### config.mk
export PLATFORM = sky130hd
export DESIGN_NAME = simon_panel
export DESIGN_NICKNAME = d
export VERILOG_FILES = /design/src/rtl/simon_panel.sv
export SDC_FILE = /design/constraint.sdc
export NUM_CORES = 1
export LEC_CHECK = 0
export CAP_MARGIN = 20
export CORE_MARGIN = 3
export CORE_UTILIZATION = 47
export DETAILED_ROUTE_END_ITERATION = 6
export GPL_ROUTABILITY_DRIVEN = 0
export PLACE_DENSITY = 0.83
export SLEW_MARGIN = 20
export SYNTH_ARGS = -nofsm -noshare
export SYNTH_HDL_FRONTEND = slang
export SYNTH_SLANG_ARGS = --single-unit
### constraint.sdc
create_clock -name clk -period 1.7 [get_ports clk]
set_clock_uncertainty 0.2 [all_clocks]
set_input_delay 0.255 -clock clk [delete_from_list [all_inputs] [get_ports clk]]
set_output_delay 0.255 -clock clk [all_outputs]
set_load 0.02 [all_outputs]
### src/rtl/simon_panel.sv
// Button front end for a Simon game: synchronizes and debounces four buttons, turns presses
// into one-cycle strobes, and drives the colour lamps. Define SIMON_PANEL_BLINK_EN to blink the lamps at game over.
module simon_panel #(
    parameter int DEB_CYCLES = 3,
    parameter int BLINK_HALF = 15
) (
    input  logic       clk,
    input  logic       reset,
    input  logic [3:0] btn,
    input  logic       simonTurn,
    input  logic [1:0] simonNum,
    input  logic       simonPressed,
    input  logic       gameOver,
    output logic [1:0] playerNum,
    output logic       playerPressed,
    output logic [3:0] led
);
    localparam int CW = $clog2(DEB_CYCLES + 1);

    typedef enum logic [1:0] {IDLE, HELD, LOCK} pressState_t;

    pressState_t   state, stateNext;
    logic [3:0]    sync1, sync2, deb;
    logic [CW-1:0] debCnt [4];
    logic [1:0]    settle;
    logic          pressStrobe;
    logic          debOneHot;
    logic [1:0]    debIndex;

    // Two-flop synchronizer, then per-bit debounce counters.
    always_ff @(posedge clk or posedge reset) begin
        if (reset) begin
            sync1 <= '0;
            sync2 <= '0;
            deb   <= '0;
            for (int i = 0; i < 4; i++) debCnt[i] <= '0;
        end else begin
            sync1 <= btn;
            sync2 <= sync1;
            for (int i = 0; i < 4; i++) begin
                if (sync2[i] != deb[i]) begin
                    if (debCnt[i] == CW'(DEB_CYCLES)) begin
                        deb[i]    <= sync2[i];
                        debCnt[i] <= '0;
                    end else begin
                        debCnt[i] <= debCnt[i] + 1'b1;
                    end
                end else begin
                    debCnt[i] <= '0;
                end
            end
        end
    end

    // Holds LOCK until the synchronizer has seen real button values, so a button held
    // through reset release is treated as already pressed.
    always_ff @(posedge clk or posedge reset) begin
        if (reset) settle <= '0;
        else if (settle != 2'd2) settle <= settle + 2'd1;
    end

    assign debOneHot = (deb != 4'b0000) && ((deb & (deb - 4'b0001)) == 4'b0000);

    always_comb begin
        debIndex = 2'd0;
        for (int i = 0; i < 4; i++) begin
            if (deb[i]) debIndex = 2'(i);
        end
    end

    always_ff @(posedge clk or posedge reset) begin
        if (reset) begin
            state         <= LOCK;
            playerNum     <= 2'b00;
            playerPressed <= 1'b0;
        end else begin
            state         <= stateNext;
            playerPressed <= pressStrobe;
            if (pressStrobe) playerNum <= debIndex;
        end
    end

    always_comb begin
        stateNext   = state;
        pressStrobe = 1'b0;
        case (state)
            IDLE: begin
                if (deb != 4'b0000) begin
                    if (simonTurn || gameOver || !debOneHot) begin
                        stateNext = LOCK;
                    end else begin
                        stateNext   = HELD;
                        pressStrobe = 1'b1;
                    end
                end
            end
            HELD: if (deb == 4'b0000) stateNext = IDLE;
            LOCK: begin
                if (deb == 4'b0000 && sync1 == 4'b0000 && sync2 == 4'b0000 && settle == 2'd2)
                    stateNext = IDLE;
            end
            default: stateNext = LOCK;
        endcase
    end

`ifdef SIMON_PANEL_BLINK_EN
    localparam int BW = (BLINK_HALF > 1) ? $clog2(BLINK_HALF) : 1;

    logic [BW-1:0] blinkCnt;
    logic          blinkPhase;

    always_ff @(posedge clk or posedge reset) begin
        if (reset) begin
            blinkCnt   <= '0;
            blinkPhase <= 1'b1;
        end else if (gameOver) begin
            if (blinkCnt == BW'(BLINK_HALF - 1)) begin
                blinkCnt   <= '0;
                blinkPhase <= ~blinkPhase;
            end else begin
                blinkCnt <= blinkCnt + 1'b1;
            end
        end else begin
            blinkCnt   <= '0;
            blinkPhase <= 1'b1;
        end
    end

    wire [3:0] overLed = blinkPhase ? 4'b1111 : 4'b0000;
`else
    wire [3:0] overLed = 4'b1111;
`endif

    always_comb begin
        led = 4'b0000;
        if (gameOver) begin
            led = overLed;
        end else if (simonTurn) begin
            if (simonPressed) led = 4'b0001 << simonNum;
        end else if (state == HELD) begin
            led = 4'b0001 << playerNum;
        end
    end
endmodule

Word-level counts from Yosys, hierarchy flattened
Index checks and enable logic that the tools add are counted.
{"block": "totals", "regBits": 27, "inputBits": 11, "out_inout_bits": 7, "elab_cells": 79}
{"block": "op_classes", "add_sub_neg": 6, "n_eq_ne": 15, "shift": 2, "muxes": 23, "n_bitwise": 1, "reduce_logical": 18}
{"op": "$mux 2", "n": 14}
{"op": "$logic_not 4->1", "n": 4}
{"op": "$mux 4", "n": 4}
{"op": "$eq 2x2->1 const B", "n": 6}
{"op": "$add 2x1->2 const B", "n": 5}
{"op": "$ne 2x2->1 const B", "n": 4}
{"op": "$reduce_and 2->1", "n": 4}
{"op": "$shl 1x2->4 const A", "n": 2}
{"op": "$pmux 2 s3", "n": 1}
{"op": "$and 4x4->4", "n": 1}
{"op": "$logic_and 1x1->1", "n": 4}
{"op": "$mux 1", "n": 4}
{"op": "$ne 1x1->1", "n": 4}
{"op": "$reduce_bool 4->1", "n": 1}
{"op": "$sub 4x1->4 const B", "n": 1}
{"op": "$reduce_and 3->1", "n": 1}
{"op": "$eq 2x1->1 const B", "n": 1}
{"op": "$logic_not 2->1", "n": 1}
{"op": "$logic_or 1x1->1", "n": 2}
{"op": "$logic_not 1->1", "n": 1}

Logic depth before layout (Yosys ltp)
Gate-level depths: netlist (run 1).
{"block": "depth", "depth_word": 9, "ltp_mapped": 7, "mapped_depth_nobuf": 7}

Worst setup path after synthesis (run 1)
Ideal clock, no wire load.
{"block": "synth_timing", "path_type": "register to register", "startpoint": "register deb[1]", "endpoint": "register playerNum[0]", "setup_time_ps": 79, "t_arrival_ps": 1551, "required_ps": 1421, "slack_ps": -130, "path_stages_with_launch": 6, "path_buffers": 0, "period_less_slack_ps": 1830, "path_cell_list": "dfrtp_1 -> or3_4 -> a2111oi_2 -> o21ai_1 -> inv_2 -> mux2i_1"}
{"block": "synth_between", "elab_chain_len": 9, "word_cells_on_any_way": 13, "cone_classes": "add/sub (1); mux (6); bitwise (1); reduce/logical (5)"}
{"item": "start, declared", "line": "23", "rtl": "logic [3:0] sync1, sync2, deb;"}
{"item": "start signal, assigned by index", "line": "43", "rtl": "deb[i] <= sync2[i];"}
{"item": "$sub 4x1->4", "line": "62", "rtl": "assign debOneHot = (deb != 4'b0000) && ((deb & (deb - 4'b0001)) == 4'b0000);"}
{"item": "$and 4x4->4", "line": "62"}
{"item": "$logic_not 4->1", "line": "62"}
{"item": "$logic_and 1x1->1", "line": "62"}
{"item": "$logic_not 1->1", "line": "89", "rtl": "if (simonTurn || gameOver || !debOneHot) begin"}
{"item": "$logic_or 1x1->1", "line": "89"}
{"item": "$mux 1", "line": "89"}
{"item": "$mux 1 *", "line": "88", "rtl": "if (deb != 4'b0000) begin"}
{"item": "$mux 1 *", "line": "86", "rtl": "case (state)"}
{"item": "net pressStrobe", "line": "26", "rtl": "logic pressStrobe;"}
{"item": "end signal, assigned", "line": "79", "rtl": "if (pressStrobe) playerNum <= debIndex;"}
{"item": "end, declared", "line": "14", "rtl": "output logic [1:0] playerNum,"}
Mark *: on every way through the listed nets, which the timed path passes. The rest lies on a longest branch.
A chain may end at the register's enable or synchronous reset.

Worst setup path after layout (run 1)
{"block": "layout_timing", "startpoint": "register state[1]", "endpoint": "output port led[0]"}
{"block": "layout_between", "elab_chain_len": 4}
{"item": "start, declared", "line": "22", "rtl": "pressState_t state, stateNext;"}
{"item": "start signal, assigned", "line": "77", "rtl": "state <= stateNext;"}
{"item": "$eq 2x1->1", "line": "140", "rtl": "end else if (state == HELD) begin"}
{"item": "$mux 4", "line": "140"}
{"item": "$mux 4", "line": "138", "rtl": "end else if (simonTurn) begin"}
{"item": "$mux 4", "line": "136", "rtl": "if (gameOver) begin"}
{"item": "end, declared", "line": "16", "rtl": "output logic [3:0] led"}
Every way passes these cells.

==> results of run 1 <==
## metal layers
metal	routed length [um]	global-route usage, %	vias up
met4	34	5.96	0
met3	85	3.17	5
met5	0	0	-
met1	1140	21.2	483
met2	1650	35.1	21
li1	-	-	445
## Yosys cell counts (2+ instances only)
cell type | n | area (um^2)
nor2b_1 | 6 | 37.5
mux2i_1 | 2 | 20.0
a21oi_1 | 3 | 15.0
dfrtp_1 | 26 | 651
nor3_1 | 6 | 30.0
mux2_2 | 3 | 33.8
nand2_1 | 5 | 18.8
o211ai_1 | 2 | 15.0
xnor2_1 | 6 | 52.6
ha_1 | 9 | 113
o21ai_1 | 5 | 25.0
nor2_1 | 7 | 26.3
o21ai_0 | 2 | 10.0
inv_1 | 9 | 33.8
or3_4 | 2 | 22.5
## through the flow
step | utilization [%] | power (mW) | cells
final | 74.1 | 2.60 | 175
after CTS | 70.9 | 2.49 | 172
after detailed placement | 65.9 | 2.07 | 165
after global placement | 65.9 | 1.99 | 165
after floorplan | - | 1.64 | 105
after global routing | 74.1 | 2.79 | 175
## final timing paths
check	startpoint	to	slack, ns	cells past startpoint
setup / recovery	state[1]	led[0]	-0.40	5
max in group asynchronous	reset	state[1]	0.94	3
hold reg to reg	sync1[1]	sync2[1]	0.19	0
min in group clk	btn[2]	sync1[2]	0.15	1
hold / removal	reset	sync1[2]	0.06	3
setup reg to reg	state[1]	state[0]	-0.33	6
## final cells by class
| cell class | instances | area [um^2] |
|---|---|---|
| inverter | 10 | 40.0 |
| clock buffer | 3 | 22.5 |
| multi-input combinational | 67 | 602 |
| tap | 28 | 35.0 |
| sequential | 27 | 677 |
| timing repair buffer | 39 | 349 |
| fill | 156 | 607 |
| clock inverter | 1 | 7.51 |
## cells by family after synthesis
group | share of synthesized area [%]
compound gates | 11.4
xor+xnor | 4.28
fa+ha+maj | 9.17
buf+inv | 3.97
flops | 55.1
mux | 4.38
simple gates | 11.7
## repair_timing
| action | 4_1_cts | 5_1_grt |
|---|---|---|
| endpoints found under the setup margin | 12 | 9 |
| gates resized for setup | 39 | 14 |
| pin swaps | 4 | 8 |
| hold endpoints to repair | 0 | 0 |
| setup buffers | 4 | 4 |
## sequential cells by signal (all words and copies together) (netlist names)
| register | count |
|---|---|
| debCnt | 8 |
| deb | 4 |
| sync1 | 4 |
| sync2 | 4 |
| playerNum | 2 |
| settle | 2 |
| state | 2 |
| playerPressed | 1 |
## worst max-delay path, delay by kind of cell (launching register included)
family                   cells  cell delay [ns]
flip-flops                   1             0.56
AO/OA/AOI/OAI                1             0.29
buffers and inverters        2             0.19
adder cells (fa/ha/maj)      1             0.15
AND/OR/NAND/NOR              1             0.13
## power groups by stage
stage	combinational [mW]	clock (mW)	sequential [mW]
after floorplan	0.634	0	1.01
after global placement	1.04	0	0.955
final	1.34	0.285	0.982
after CTS	1.23	0.285	0.971
after detailed placement	1.09	0	0.972
after global routing	1.46	0.324	1.00
==> flow_metrics.tcl, run 1 <==
set metrics [dict create \
    status "complete, but fails checks" \
    violations "negative setup slack" \
    mostFrequentLayoutCells "dfrtp_1, buf_4, clkdlybuf4s50_1" \
    drive_gt1_share_pct 36.1 \
    globalRoute.totalOverflow 0 \
    worstSetupPathType "flip-flop to output pin" \
    peakVddDrop_uv 947 \
    nNetsFinal 168 \
    synth-edff-count 0 \
    final_cell_area_um2 1730 \
    maxCapViolCount 0 \
    maxSlewViolCount 0 \
    synth_ff_type "dfrtp_1" \
    powerDensity_nw_per_um2 1500 \
    grt_pass1_wl_um 4640 \
    cts_tree "done" \
    first_pass_iters 4 \
    crit_path_end_kind "output pin" \
    dpl_cell_area_um2 1540 \
    cp-start-kind "flip-flop" \
    period_needed_ns 2.10 \
    pre_cts_ws_ns -0.571 \
    dpl.hpwl_um 1830 \
    setup_viol 9 \
    antenna_left 0 \
    p_leak_nw 0.785 \
    setup_slack_ns -0.396 \
    die_area_um2 3260 \
    die_width_um 57.1 \
    syn_area_um2 1230 \
    hp-class "input pin to async pin" \
    clock_latency_ns 0.33 \
    crit_chain "inv_2 -> ha_4 -> nor2b_4 -> a311o_1 -> buf_6" \
    vias 954 \
    cts_made_buffers 3 \
    grt_util_all_layers_pct 18.6 \
    rows 17 \
    h-tree-depth 1 \
    syn_inst 105 \
    power_frac_comb_pct 51.3 \
    power.internal_mw 1.61 \
    cts_hold_buf 0 \
    hold_viol_final 0 \
    portBuffers 17 \
    fmax_mhz 477 \
    antenna_found_initial 0 \
    synth-seq-area-share_pct 55.1 \
    power_frac_seq_pct 37.7 \
    swShare_pct 38.2 \
    io_pins 18 \
    arrival_ns 1.64 \
    start_util_pct 52.5 \
    rsz0062_at_grt "yes" \
    antenna_cells 0 \
    crit_path_max_incr_delay_ns 0.56 \
    clock_sinks 27 \
    clock-root-buffer "clkbuf_4" \
    clkTransAtPathRegs_ns 0.15 \
    ys_ff_latch 27 \
    p_sw_mw 0.995 \
    synth_nets 125 \
    core_area_um2 2340 \
    wire_per_inst_um 16.6 \
    syn_avg_cell_area_um2 11.7 \
    critPathRequiredTime_ns 1.24 \
    fp.dieH_um 57.1 \
    pwr-share-clk_pct 10.9 \
    tightest_slew_ns 0.394 \
    yosysWarnings 0 \
    cts_buffer_depth 2 \
    area_delta_synth_final_pct 41.0 \
    cpMaxStageDelayCell "dfstp_2" \
    grt_start_max_net_pins 28 \
    ys_async_sr_fraction_pct 100 \
    cp_max_fo 3 \
    final.setup.tns_ns -2.33 \
    post-route-period-util_pct 123 \
    slew-limit-headroom_pct 73.5 \
    initialDrtViolationCount 37 \
    drt_wl_total_um 2910 \
    worst_hold_slack_ns 0.0565 \
    drc 0 \
    grt_pass1_vias 1039 \
    layout_commonest_cell "dfrtp_1" \
    synth_cell_types 27 \
    vias_per_cell 5.45 \
]
(Power assumes the default switching activity.)
==> run 2, diff against run 1 <==
- CORE_UTILIZATION: 47 -> 23
- PLACE_DENSITY: 0.83 -> 0.52
- SKIP_CTS_REPAIR_TIMING: default -> 1
==> run 2 against run 1 <==
The flow still finishes with violations (negative setup slack); routed wire length decreased by 24%; sequential share of layout area decreased by 0.56 points; final cell count increased by 23%; worst hold slack improved by 0.064 ns; die area increased by 92%; combinational power decreased by 6%; non-clock buffer count increased by 1; via count decreased by 6.3%; sequential power decreased by 3.6%; setup slack improved by 0.033 ns; power decreased by 0.67%; clock power increased by 32%; largest cell class unchanged; highest routed layer unchanged.
==> flow_metrics.tcl, run 2 (synthesized netlist as in run 1, its figures left out) <==
set metrics [dict create \
    power_frac_seq_pct 36.6 \
    io_pins 18 \
    clkTransAtPathRegs_ns 0.09 \
    clock_latency_ns 0.27 \
    fin_util_pct 35.6 \
    worst_hold_slack_ns 0.120 \
    hp-class "input pin to async pin" \
    drive_gt1_share_pct 31.8 \
    p_leak_nw 0.809 \
    rsz0062_at_grt "yes" \
    grt_start_max_net_pins 28 \
    maxSlewViolCount 0 \
    die_width_um 79.1 \
    r2r_end "state[0]" \
    drt_wl_total_um 2220 \
    vias_per_cell 4.16 \
    cts_tree "done" \
    crit_chain "inv_2 -> ha_4 -> nor2b_4 -> a311o_1 -> buf_6" \
    cts_made_buffers 3 \
    antenna_cells 0 \
    regMostFlops "debCnt" \
    setup_viol 8 \
    maxCapViolCount 0 \
    slew-limit-headroom_pct 77.9 \
    powerDensity_nw_per_um2 1470 \
    pwr-share-clk_pct 14.6 \
    drc 0 \
    grt_util_all_layers_pct 7.54 \
    use_met1_pct 9.26 \
    wire_per_inst_um 10.3 \
    path_delay_family "flip-flops" \
    antenna_left 0 \
    power.internal_mw 1.69 \
    worstSetupPathType "flip-flop to output pin" \
    dpl.hpwl_um 1690 \
    crit_cells 5 \
    cts_buffer_depth 2 \
    reg2reg_from "state[1]" \
    vias 894 \
    core_area_um2 4940 \
    r2r_slack_ns -0.17 \
    rows 25 \
    clock_sinks 27 \
    setup_slack_ns -0.363 \
    layout_commonest_cell "dfrtp_1" \
    portBuffers 17 \
    grt_pass1_vias 899 \
    crit_path_max_incr_delay_ns 0.55 \
    fp.dieH_um 79.1 \
    arrival_ns 1.61 \
    largest_register_ffs 8 \
    hold_viol_final 0 \
    met3_usage_pct 1.47 \
    swShare_pct 34.6 \
    grt_pass1_wl_um 3740 \
    busiest_layer "met2" \
    cp_max_fo 3 \
    p_sw_mw 0.895 \
    clock-root-buffer "clkbuf_8" \
    ff2ff_path_depth 6 \
    h-tree-depth 1 \
    cpMaxStageDelayCell "dfstp_2" \
    post-route-period-util_pct 121 \
    initialDrtViolationCount 14 \
    nNetsFinal 169 \
    first_pass_iters 4 \
    antenna_found_initial 0 \
    violations "negative setup slack" \
    fmax_mhz 485 \
    period_needed_ns 2.06 \
    die_area_um2 6260 \
    critPathRequiredTime_ns 1.24 \
    mostFrequentLayoutCells "dfrtp_1, buf_4, clkdlybuf4s50_1" \
    area_delta_synth_final_pct 43.1 \
    power_frac_comb_pct 48.8 \
    grtUsageMet2_pct 12.9 \
    endpoint "led[0]" \
    crit_path_start "state[1]" \
    cp-start-kind "flip-flop" \
    globalRoute.totalOverflow 0 \
    peakVddDrop_uv 562 \
    p_total_mw 2.59 \
    crit_path_end_kind "output pin" \
    crit_buf_inv 2 \
    status "complete, but fails checks" \
    tightest_slew_ns 0.331 \
    start_util_pct 24.9 \
]
run 2: power groups by stage:
stage,sequential [mW],combinational [mW],clock (mW)
after global placement,0.949,1.11,0
final,0.947,1.26,0.377
after floorplan,1.01,0.634,0
after global routing,0.977,1.40,0.422
after detailed placement,0.956,1.13,0
after CTS,0.943,1.14,0.394
run 2: layer usage:
layer / up-vias / wire length, um
met1: 425 / 1050
met4: 0 / 36
met5: - / 0
met3: 5 / 66
met2: 15 / 1070
li1: 449 / -
run 2: final cells by class:
class | count | area [um^2]
fillers | 521 | 3180
flip-flops and latches | 27 | 677
multi-input cells | 67 | 558
repair buffers | 40 | 349
well taps | 67 | 83.8
clock buffers | 3 | 41.3
inverters | 10 | 40.0
clock inverters | 1 | 8.76
run 2: stage by stage:
stage                     TNS, ns  cell area, um^2  setup WS (ns)  cells
after floorplan            -0.478             1230         -0.130    105
after global placement      -3.18             1610         -0.508    207
after detailed placement    -3.21             1610         -0.540    207
after CTS                   -4.30             1660         -0.791    211
after global routing        -2.40             1760         -0.424    215
final                       -1.66             1760         -0.363    215
run 2: worst min path at each step:
stage,startpoint,to,depth (start not counted)
after floorplan,btn[0],sync1[0],0
after global placement,sync1[0],sync2[0],0
after detailed placement,sync1[3],sync2[3],0
after CTS,reset,sync1[1],3
after global routing,reset,sync1[2],3
final,reset,debCnt[4],3
run 2: worst reg2reg max path: stages (launching register included):
cell and delay (ns):
dfstp_2 0.55, inv_2 0.05, buf_4 0.13, ha_4 0.15, or3_4 0.33, o21a_1 0.19
o31ai_1 0.18
==> run 3, diff against run 2 <==
- DONT_BUFFER_PORTS: default -> 1
- PLACE_DENSITY: 0.52 -> 0.47
==> run 3 against run 2 <==
The flow still finishes with violations (negative setup slack); register-to-register slack lost 0.03 ns; sequential power grew 3.3%; fmax grew 3.2%; count of clock-buffer cells in the layout is the same; setup slack gained 0.064 ns; non-clock buffer count shrank 19; die area is the same; via count shrank 9.4%; routed wire length grew 4.0%; core utilization shrank 3.7 points; worst hold slack gained 0.078 ns; sequential cell count is the same; largest cell class unchanged.
==> flow_metrics.tcl, run 3 (synthesized netlist as in run 1, its figures left out) <==
set metrics [dict create \
    powerDensity_nw_per_um2 1490 \
    start_util_pct 24.9 \
    grt_pass1_vias 873 \
    clock_latency_ns 0.27 \
    cp_max_fo 3 \
    die_area_um2 6260 \
    cp-start-kind "flip-flop" \
    fmax_mhz 500 \
    clkTransAtPathRegs_ns 0.09 \
    globalRoute.totalOverflow 0 \
    peakVddDrop_uv 502 \
    setup_slack_ns -0.299 \
    critPathRequiredTime_ns 1.24 \
    io_pins 18 \
    wl_met3_um 50 \
    antenna_cells 0 \
    cts_buffer_depth 2 \
    portBuffers 0 \
    drt_wl_total_um 2310 \
    antenna_left 0 \
    arrival_ns 1.54 \
    rsz0062_at_grt "yes" \
    n_fill_cell 524 \
    rows 25 \
    cts_tree "done" \
    slew-limit-headroom_pct 77.2 \
    violations "negative setup slack" \
    die_width_um 79.1 \
    dp.cells 184 \
    period_needed_ns 2.00 \
    core_area_um2 4940 \
    tightest_slew_ns 0.339 \
    grt_start_max_net_pins 28 \
    maxSlewViolCount 0 \
    vias 810 \
    area_delta_synth_final_pct 28.3 \
    p_total_mw 2.35 \
    fin_util_pct 31.9 \
    clock_sinks 27 \
    initialDrtViolationCount 68 \
    grt_pass1_wl_um 3930 \
    wl_met1_um 977 \
    wire_per_inst_um 11.8 \
    cts_made_buffers 3 \
    fp.dieH_um 79.1 \
    first_pass_iters 4 \
    status "complete, but fails checks" \
    h-tree-depth 1 \
    dpl.hpwl_um 1720 \
    antenna_found_initial 0 \
    final_cell_area_um2 1580 \
    dpl_cell_area_um2 1400 \
    p_leak_nw 0.689 \
    setup_viol 8 \
    clock-root-buffer "clkbuf_8" \
    highest_layer "met4" \
    drc 0 \
    post-route-period-util_pct 118 \
    vias_per_cell 4.13 \
    grt_util_all_layers_pct 8.00 \
    hold_viol_final 0 \
    largest_register_ffs 8 \
    regMostFlops "debCnt" \
    nNetsFinal 150 \
    pre_cts_ws_ns -0.212 \
    worstSetupPathType "flip-flop to output pin" \
    maxCapViolCount 0 \
    dr_wl_met2_um 1240 \
    layout_commonest_cell "dfrtp_1" \
    instances_no_fill 196 \
    drive_gt1_share_pct 25.6 \
    crit_path_end_kind "output pin" \
    mostFrequentLayoutCells "dfrtp_1, buf_4, inv_1, ha_1" \
    hp-class "flip-flop to flip-flop" \
]
run 3: changes by cell type in the layout (fill, tap and decap cells not counted), moves of 2 or more:
cell / before / now
dlymetal6s2s_1: 3 / 0
clkdlybuf4s50_1: 10 / 0
buf_4: 23 / 13
buf_6: 3 / 1
dlygate4sd3_1: 0 / 7
run 3: cell type report:
class,instances,area [um^2],area share [%]
Sequential cell,27,677,42.9
Inverter,10,37.5,2.38
Tap cell,67,83.8,5.32
Timing Repair Buffer,21,179,11.3
Multi-Input combinational cell,67,551,34.9
Clock buffer,3,41.3,2.62
Clock inverter,1,7.51,0.476
run 3: where the power goes:
part | total [mW] | internal, mW | switching (mW)
Combinational | 1.00 | 0.491 | 0.508
Sequential | 0.978 | 0.836 | 0.142
Clock | 0.369 | 0.166 | 0.203
run 3: routing by layer:
layer / global-route usage (%) / vias up
li1: - / 408
met1: 9.42 / 387
met2: 14.4 / 10
met3: 1.36 / 5
met4: 3.09 / 0
met5: 0 / -
run 3: path summary, 6_finish.rpt:
check	startpoint	to	slack [ns]	cells after the start
worst max register to register	state[1]	state[1]	-0.20	5
worst min-delay path	sync1[1]	sync2[1]	0.20	0
worst min register to register	sync1[1]	sync2[1]	0.20	0
min in group asynchronous	reset	sync2[0]	0.28	3
worst max-delay path	state[1]	led[0]	-0.30	4
max in group asynchronous	reset	state[1]	0.72	3
run 3: stage by stage:
step	TNS [ns]	hold slack, ns
CTS	-2.13	-0.271
global route	-2.23	0.219
global placement	-0.800	0.0255
detailed placement	-0.862	0.0316
floorplan	-0.478	0.0864
finish	-1.40	0.198
run 3: critical path, cell delays in order, from the launching register on:
cell,delay [ns]
dfstp_2,0.54
inv_2,0.05
ha_4,0.15
nor2b_4,0.12
a311o_1,0.40
